**src/rtl/and4_sweep_controller_if.sv**
```systemverilog
// Signal bundle between the AND4 sweep controller and its environment: sweep control,
// the four datapath drives, the datapath result and the sweep status.
interface and4_sweep_controller_if #(
  parameter int unsigned ERR_W = 5
);
  logic             start;
  logic             abort;
  logic             dut_y;
  logic             dut_a;
  logic             dut_b;
  logic             dut_c;
  logic             dut_d;
  logic             busy;
  logic             done;
  logic             pass;
  logic [ERR_W-1:0] err_count;

  // Environment side: issues commands, returns the datapath output.
  modport master (
    output start, abort, dut_y,
    input  dut_a, dut_b, dut_c, dut_d, busy, done, pass, err_count
  );

  // Controller side.
  modport slave (
    input  start, abort, dut_y,
    output dut_a, dut_b, dut_c, dut_d, busy, done, pass, err_count
  );
endinterface

```
**src/rtl/and4_sweep_controller.sv**
```systemverilog
// Sweeps all 16 {a,b,c,d} patterns through a pipelined AND4 datapath, checks each result
// after the datapath latency and reports a saturating mismatch count plus pass/done.
module and4_sweep_controller #(
  parameter int unsigned LATENCY = 2,
  parameter int unsigned PASSES  = 1,
  parameter int unsigned ERR_W   = 5
) (
  input logic                   clk,
  input logic                   rst,
  and4_sweep_controller_if.slave bus
);

  typedef enum logic [2:0] {StIdle, StApply, StWait, StCheck, StDone} state_e;

  localparam logic [3:0] LatLoad  = 4'(LATENCY - 1);
  localparam logic [3:0] LastPass = 4'(PASSES - 1);

  state_e           r_state, w_state_d;
  logic [3:0]       r_pattern, w_pattern_d;
  logic [3:0]       r_pass_cnt, w_pass_cnt_d;
  logic [3:0]       r_wait, w_wait_d;
  logic [ERR_W-1:0] r_err, w_err_d;
  logic [3:0]       r_dut;
  logic             r_busy, r_done, r_pass;
  logic             w_busy_d;

  always_comb begin
    w_state_d    = r_state;
    w_pattern_d  = r_pattern;
    w_pass_cnt_d = r_pass_cnt;
    w_wait_d     = r_wait;
    w_err_d      = r_err;
    unique case (r_state)
      StIdle, StDone: begin
        if (bus.start) begin
          w_err_d      = '0;
          w_pattern_d  = '0;
          w_pass_cnt_d = '0;
          w_state_d    = StApply;
        end
      end
      StApply: begin
        if (bus.abort) begin
          w_state_d = StIdle;
        end else if (LATENCY > 0) begin
          w_wait_d  = LatLoad;
          w_state_d = StWait;
        end else begin
          w_state_d = StCheck;
        end
      end
      StWait: begin
        if (bus.abort) begin
          w_state_d = StIdle;
        end else if (r_wait == 4'd0) begin
          w_state_d = StCheck;
        end else begin
          w_wait_d = r_wait - 4'd1;
        end
      end
      StCheck: begin
        // Abort takes priority: the pattern under check is discarded, not scored.
        if (bus.abort) begin
          w_state_d = StIdle;
        end else begin
          if ((bus.dut_y != (&r_pattern)) && (r_err != '1)) begin
            w_err_d = r_err + ERR_W'(1);
          end
          if (r_pattern != 4'hF) begin
            w_pattern_d = r_pattern + 4'd1;
            w_state_d   = StApply;
          end else if (r_pass_cnt != LastPass) begin
            w_pass_cnt_d = r_pass_cnt + 4'd1;
            w_pattern_d  = '0;
            w_state_d    = StApply;
          end else begin
            w_state_d = StDone;
          end
        end
      end
      default: w_state_d = StIdle;
    endcase
  end

  assign w_busy_d = (w_state_d == StApply) || (w_state_d == StWait) || (w_state_d == StCheck);

  // Outputs are registered from the next state so they line up with the state register.
  always_ff @(posedge clk or posedge rst) begin
    if (rst) begin
      r_state    <= StIdle;
      r_pattern  <= '0;
      r_pass_cnt <= '0;
      r_wait     <= '0;
      r_err      <= '0;
      r_dut      <= '0;
      r_busy     <= 1'b0;
      r_done     <= 1'b0;
      r_pass     <= 1'b0;
    end else begin
      r_state    <= w_state_d;
      r_pattern  <= w_pattern_d;
      r_pass_cnt <= w_pass_cnt_d;
      r_wait     <= w_wait_d;
      r_err      <= w_err_d;
      r_dut      <= w_busy_d ? w_pattern_d : 4'd0;
      r_busy     <= w_busy_d;
      r_done     <= (w_state_d == StDone);
      r_pass     <= (w_state_d == StDone) && (w_err_d == '0);
    end
  end

  assign bus.dut_a     = r_dut[3];
  assign bus.dut_b     = r_dut[2];
  assign bus.dut_c     = r_dut[1];
  assign bus.dut_d     = r_dut[0];
  assign bus.busy      = r_busy;
  assign bus.done      = r_done;
  assign bus.pass      = r_pass;
  assign bus.err_count = r_err;

endmodule

```
**src/flat_wrapper.sv**
```systemverilog
// flat-port wrapper written by rule: the top's interface ports become plain ports
module and4_sweep_controller_flat 
#(
  parameter int unsigned LATENCY = 2,
  parameter int unsigned PASSES  = 1,
  parameter int unsigned ERR_W   = 5
)
  (clk, rst, bus_start, bus_abort, bus_dut_y, bus_dut_a, bus_dut_b, bus_dut_c, bus_dut_d, bus_busy, bus_done, bus_pass, bus_err_count);
  and4_sweep_controller_if #(.ERR_W(ERR_W)) bus_i ();
  input logic clk;
  input logic rst;
  input wire logic [$bits(bus_i.start)-1:0] bus_start;
  input wire logic [$bits(bus_i.abort)-1:0] bus_abort;
  input wire logic [$bits(bus_i.dut_y)-1:0] bus_dut_y;
  output wire logic [$bits(bus_i.dut_a)-1:0] bus_dut_a;
  output wire logic [$bits(bus_i.dut_b)-1:0] bus_dut_b;
  output wire logic [$bits(bus_i.dut_c)-1:0] bus_dut_c;
  output wire logic [$bits(bus_i.dut_d)-1:0] bus_dut_d;
  output wire logic [$bits(bus_i.busy)-1:0] bus_busy;
  output wire logic [$bits(bus_i.done)-1:0] bus_done;
  output wire logic [$bits(bus_i.pass)-1:0] bus_pass;
  output wire logic [$bits(bus_i.err_count)-1:0] bus_err_count;
  assign bus_i.start = bus_start;
  assign bus_i.abort = bus_abort;
  assign bus_i.dut_y = bus_dut_y;
  assign bus_dut_a = bus_i.dut_a;
  assign bus_dut_b = bus_i.dut_b;
  assign bus_dut_c = bus_i.dut_c;
  assign bus_dut_d = bus_i.dut_d;
  assign bus_busy = bus_i.busy;
  assign bus_done = bus_i.done;
  assign bus_pass = bus_i.pass;
  assign bus_err_count = bus_i.err_count;
  and4_sweep_controller #(.LATENCY(LATENCY), .PASSES(PASSES), .ERR_W(ERR_W)) u_core (.clk(clk), .rst(rst), .bus(bus_i));
endmodule
```
**config.mk**
```make
export PLATFORM = sky130hd
export DESIGN_NAME = and4_sweep_controller_flat
export DESIGN_NICKNAME = d
export VERILOG_FILES = /design/src/rtl/and4_sweep_controller_if.sv /design/src/rtl/and4_sweep_controller.sv /design/src/flat_wrapper.sv
export SDC_FILE = /design/constraint.sdc
export NUM_CORES = 1
export LEC_CHECK = 0
export ABC_AREA = 1
export CORE_ASPECT_RATIO = 0.75
export CORE_MARGIN = 2
export CORE_UTILIZATION = 50
export CTS_CLUSTER_DIAMETER = 200
export DETAILED_ROUTE_END_ITERATION = 12
export PLACE_DENSITY = 0.81
export RECOVER_POWER = 100
export SYNTH_ARGS = -nofsm -noshare
export SYNTH_HDL_FRONTEND = slang
export SYNTH_SLANG_ARGS = --single-unit
export TNS_END_PERCENT = 10
```
**constraint.sdc**
```tcl
create_clock -name clk -period 1.7 [get_ports clk]
set_input_delay 0.17 -clock clk [delete_from_list [all_inputs] [get_ports clk]]
set_output_delay 0.17 -clock clk [all_outputs]
set_load 0.005 [all_outputs]
```
==> reports/results.ini <==
[die]
boundaryPins = 17
core.rowCount = 17
die_w_um = 67.4
fp.dieH_um = 51.5
dieArea_mm2 = 0.00347
start_util_pct = 51.7
fp.coreArea_mm2 = 0.00291

[setup_path]
crit_top_cell = nand2_1
reg2reg_depth = 12
r2r_start = u_core.bus.err_count[0]
r2r_slack_ns = -0.12
cp-start-kind = register
critPathLaunch = u_core.bus.err_count[0]
crit_arrival_ns = 2.04
max_stage_delay_ns = 0.40
rr_endpoint = u_core.bus.pass
cp-end-kind = register
critPathMaxFanout = 3
cp.required_ns = 1.91
crit_path_top_delay_cell = dfrtp_1
worstPathCellList = ha_2, and3_4, ha_4, nor2_4, inv_2, nor2_4, nand4_2, nor2_1, nand2_1, nand2_1, nand2_1, nor2_2
worstSetupPathType = reg -> reg

[timing]
worstMarginPinSlew_ns = 0.675
layout_setup_ws_ns = -0.122
rsz0062_at_grt = yes
period_minus_slack_ns = 1.82
setup_violations = 3
clock.fmax_mhz = 549
skew_ns = 0.00481
hold_viol = 0
slew_violations = 0
period_share_pct = 107
max-slew-margin-rel_pct = 55.0

[min_path]
hold_class = in -> async

[synthesis]
synth_nets = 187
syn_area_mm2 = 0.00151
synth-seq-area-share_pct = 44.9
ys_seq_elements = 27
synthCells = 175
synth_warnings = 0
synth.distinct_cells = 28
syn_area_per_cell_um2 = 8.61

[pwr]
p_per_area_mw_per_mm2 = 968
switchingPower_w = 0.000640
p_leak_nw = 0.919
clock_power_share_pct = 20.2
switching_share_pct = 35.8
seqPwrFrac_pct = 46.2
p_comb_share_pct = 33.6
p_int_w = 0.00115
ir_drop_uv = 393

[clock_network]
h-tree-depth = 1
clockRootBuffer = clkbuf_8
cts_tree = built
path_clk_slew_ns = 0.09
clk-insertion-delay-late_ns = 0.27
clock_sinks = 27
cts_hold_buf = 0
cts.path.max_buffers = 2
cts_buffers = 3

[status]
violations = negative setup slack
status = finished, violations left

[drt]
vias = 1270
routed_wl_um = 3250
drtPass1Iterations = 5
wire_per_inst_um = 13.4
drc = 0
ant_nets = 0
viasPerCell = 5.25
dr.first_iter.drc_count = 64

[global_route]
grt_max_degree = 28
grt.total_usage_pct = 20.8
grt-ovfl-total = 0
grt_first_pass_wirelength_um = 5240
grt_pass1_vias = 1217
use_met2_pct = 35.8
grt-busiest-layer = met2
met1_usage_pct = 24.2
antenna_found_initial = 0
grt.met3_usage_pct = 5.41

[place]
gp_congestion = 0.896
io_buffers = 16
dp_worst_setup_slack_ns = -0.0910
place_area_mm2 = 0.00180
dp_hpwl_um = 2440

[cells_and_area]
area_growth_pct = 22.6
final_cell_area_mm2 = 0.00185
layout-drive-gt1-share_pct = 22.5
finalNetCount = 217
antenna_cells = 0

[run]
maxCapViolCount = 0

[worst max path at each step]
| stage | to | slack [ns] | depth (start not counted) |
|---|---|---|---|
| 2_1_floorplan | u_core.bus.pass | -0.003 | 12 |
| 3_3_place_gp | u_core.bus.pass | -0.007 | 12 |
| 3_5_place_dp | u_core.bus.pass | -0.09 | 12 |
| 4_1_cts | u_core.bus.pass | -0.13 | 12 |
| 5_1_grt | u_core.bus.pass | -0.22 | 12 |
| 6_report | u_core.bus.pass | -0.12 | 12 |
[flip-flops by register name (all words and copies together), names as in the netlist]
register and flops:
u_core.r_state 3, u_core.bus.err_count 5, u_core.bus.pass 1, u_core.r_pattern 4, u_core.bus.busy 1, u_core.r_pass_cnt 4
u_core.bus.done 1, u_core.r_dut 4, u_core.r_wait 4
[area by class of cell]
type | instances | area [um^2]
repair buffers | 25 | 225
clock buffers | 4 | 45.0
fillers | 228 | 1070
inverters | 26 | 97.6
flip-flops and latches | 27 | 676
well taps | 38 | 47.5
multi-input cells | 122 | 756
[power groups by stage]
| stage | sequential (W) | clock [W] | combinational (W) |
|---|---|---|---|
| 2_1_floorplan | 0.000822 | 0 | 0.000407 |
| 4_1_cts | 0.000826 | 0.000368 | 0.000607 |
| 6_report | 0.000825 | 0.000361 | 0.000601 |
| 5_1_grt | 0.000839 | 0.000398 | 0.000670 |
| 3_5_place_dp | 0.000836 | 0 | 0.000601 |
| 3_3_place_gp | 0.000829 | 0 | 0.000565 |
[cells in the final DEF (no fill, tap or decap), drive strengths merged]
| master | netlist | final |
|---|---|---|
| and3 | 2 | 2 |
| a21oi | 5 | 5 |
| xnor2 | 1 | 1 |
| and2 | 1 | 1 |
| nor2 | 22 | 22 |
| clkbuf | 0 | 5 |
| dfrtp | 27 | 27 |
| nor3 | 1 | 1 |
| o31ai | 2 | 2 |
| nand3 | 17 | 17 |
| o22ai | 2 | 2 |
| clkdlybuf4s50 | 0 | 8 |
| nor4 | 1 | 1 |
| buf | 0 | 8 |
| ha | 7 | 7 |
| o211ai | 1 | 1 |
| clkinv | 1 | 1 |
| inv | 25 | 25 |
| xor2 | 1 | 1 |
| nand4 | 6 | 6 |
| o21ai | 9 | 9 |
| dlygate4sd3 | 0 | 8 |
| nand2 | 44 | 44 |
[metal layers]
| metal | vias up | routed length (um) |
|---|---|---|
| li1 | 627 | - |
| met1 | 604 | 1460 |
| met2 | 32 | 1600 |
| met3 | 7 | 136 |
| met4 | 0 | 55 |
| met5 | - | 0 |
[logic make-up (layout without fill, tap and decap cells)]
family | after synthesis | in the layout | synth area share [%]
XOR/XNOR | 2 | 2 | 1.16
adder cells (fa/ha/maj) | 7 | 7 | 5.81
AO/OA/AOI/OAI | 19 | 19 | 6.98
AND/OR/NAND/NOR | 94 | 94 | 34.7
flip-flops | 27 | 27 | 44.9
buffers and inverters | 26 | 55 | 6.48
[per-stage QoR]
| step | setup TNS, ns | hold WS, ns | total power [W] | cells | util, % |
|---|---|---|---|---|---|
| detailed placement | -0.116 | 0.515 | 0.00144 | 237 | 61.7 |
| global placement | -0.00731 | 0.486 | 0.00139 | 237 | 61.7 |
| floorplan | -0.00336 | 0.223 | 0.00123 | 175 | - |
| CTS | -0.191 | 0.262 | 0.00180 | 242 | 63.5 |
| finish | -0.188 | 0.510 | 0.00179 | 242 | 63.4 |
| global route | -0.882 | 0.551 | 0.00191 | 242 | 63.4 |
[Yosys cell counts]
library cell  count  share of area [%]
nor3_1            1               0.33
xnor2_1           1               0.58
o31ai_1           2                1.0
nor2_2            5                2.1
nand4_1           5                2.1
nand3_2           5                3.3
nor2_8            1                1.3
nand2_4           1               0.75
o211ai_1          1               0.50
o21ai_0           6                2.0
inv_1            20                5.0
and3_1            2               0.83
nor2_1           11                2.7
clkinv_1          1               0.25
o22ai_1           2               0.83
and2_1            1               0.42
dfrtp_1          27                 45
ha_1              7                5.8
nor2_4            5                3.7
nand2_1          36                9.0
nand4_2           1               0.83
o21ai_1           3                1.0
inv_2             5                1.2
nand2_2           7                2.9
nand3_1          12                4.0
a21oi_1           5                1.7
nor4_1            1               0.42
xor2_1            1               0.58
[worst max-delay path: cells and delay by family (launching register included)]
family / cells / cell delay, ns
and+or+nand+nor: 9 / 0.96
DFF: 1 / 0.40
adders and majority gates: 2 / 0.34
buffers and inverters: 1 / 0.06
[timing repair]
item	4_1_cts	5_1_grt
gates cloned	0	0
setup buffers	1	0
setup endpoints to repair	2	6
endpoints found under the hold margin	0	0
resized for setup	0	1
Note: power is estimated with default switching activity, not from simulation.
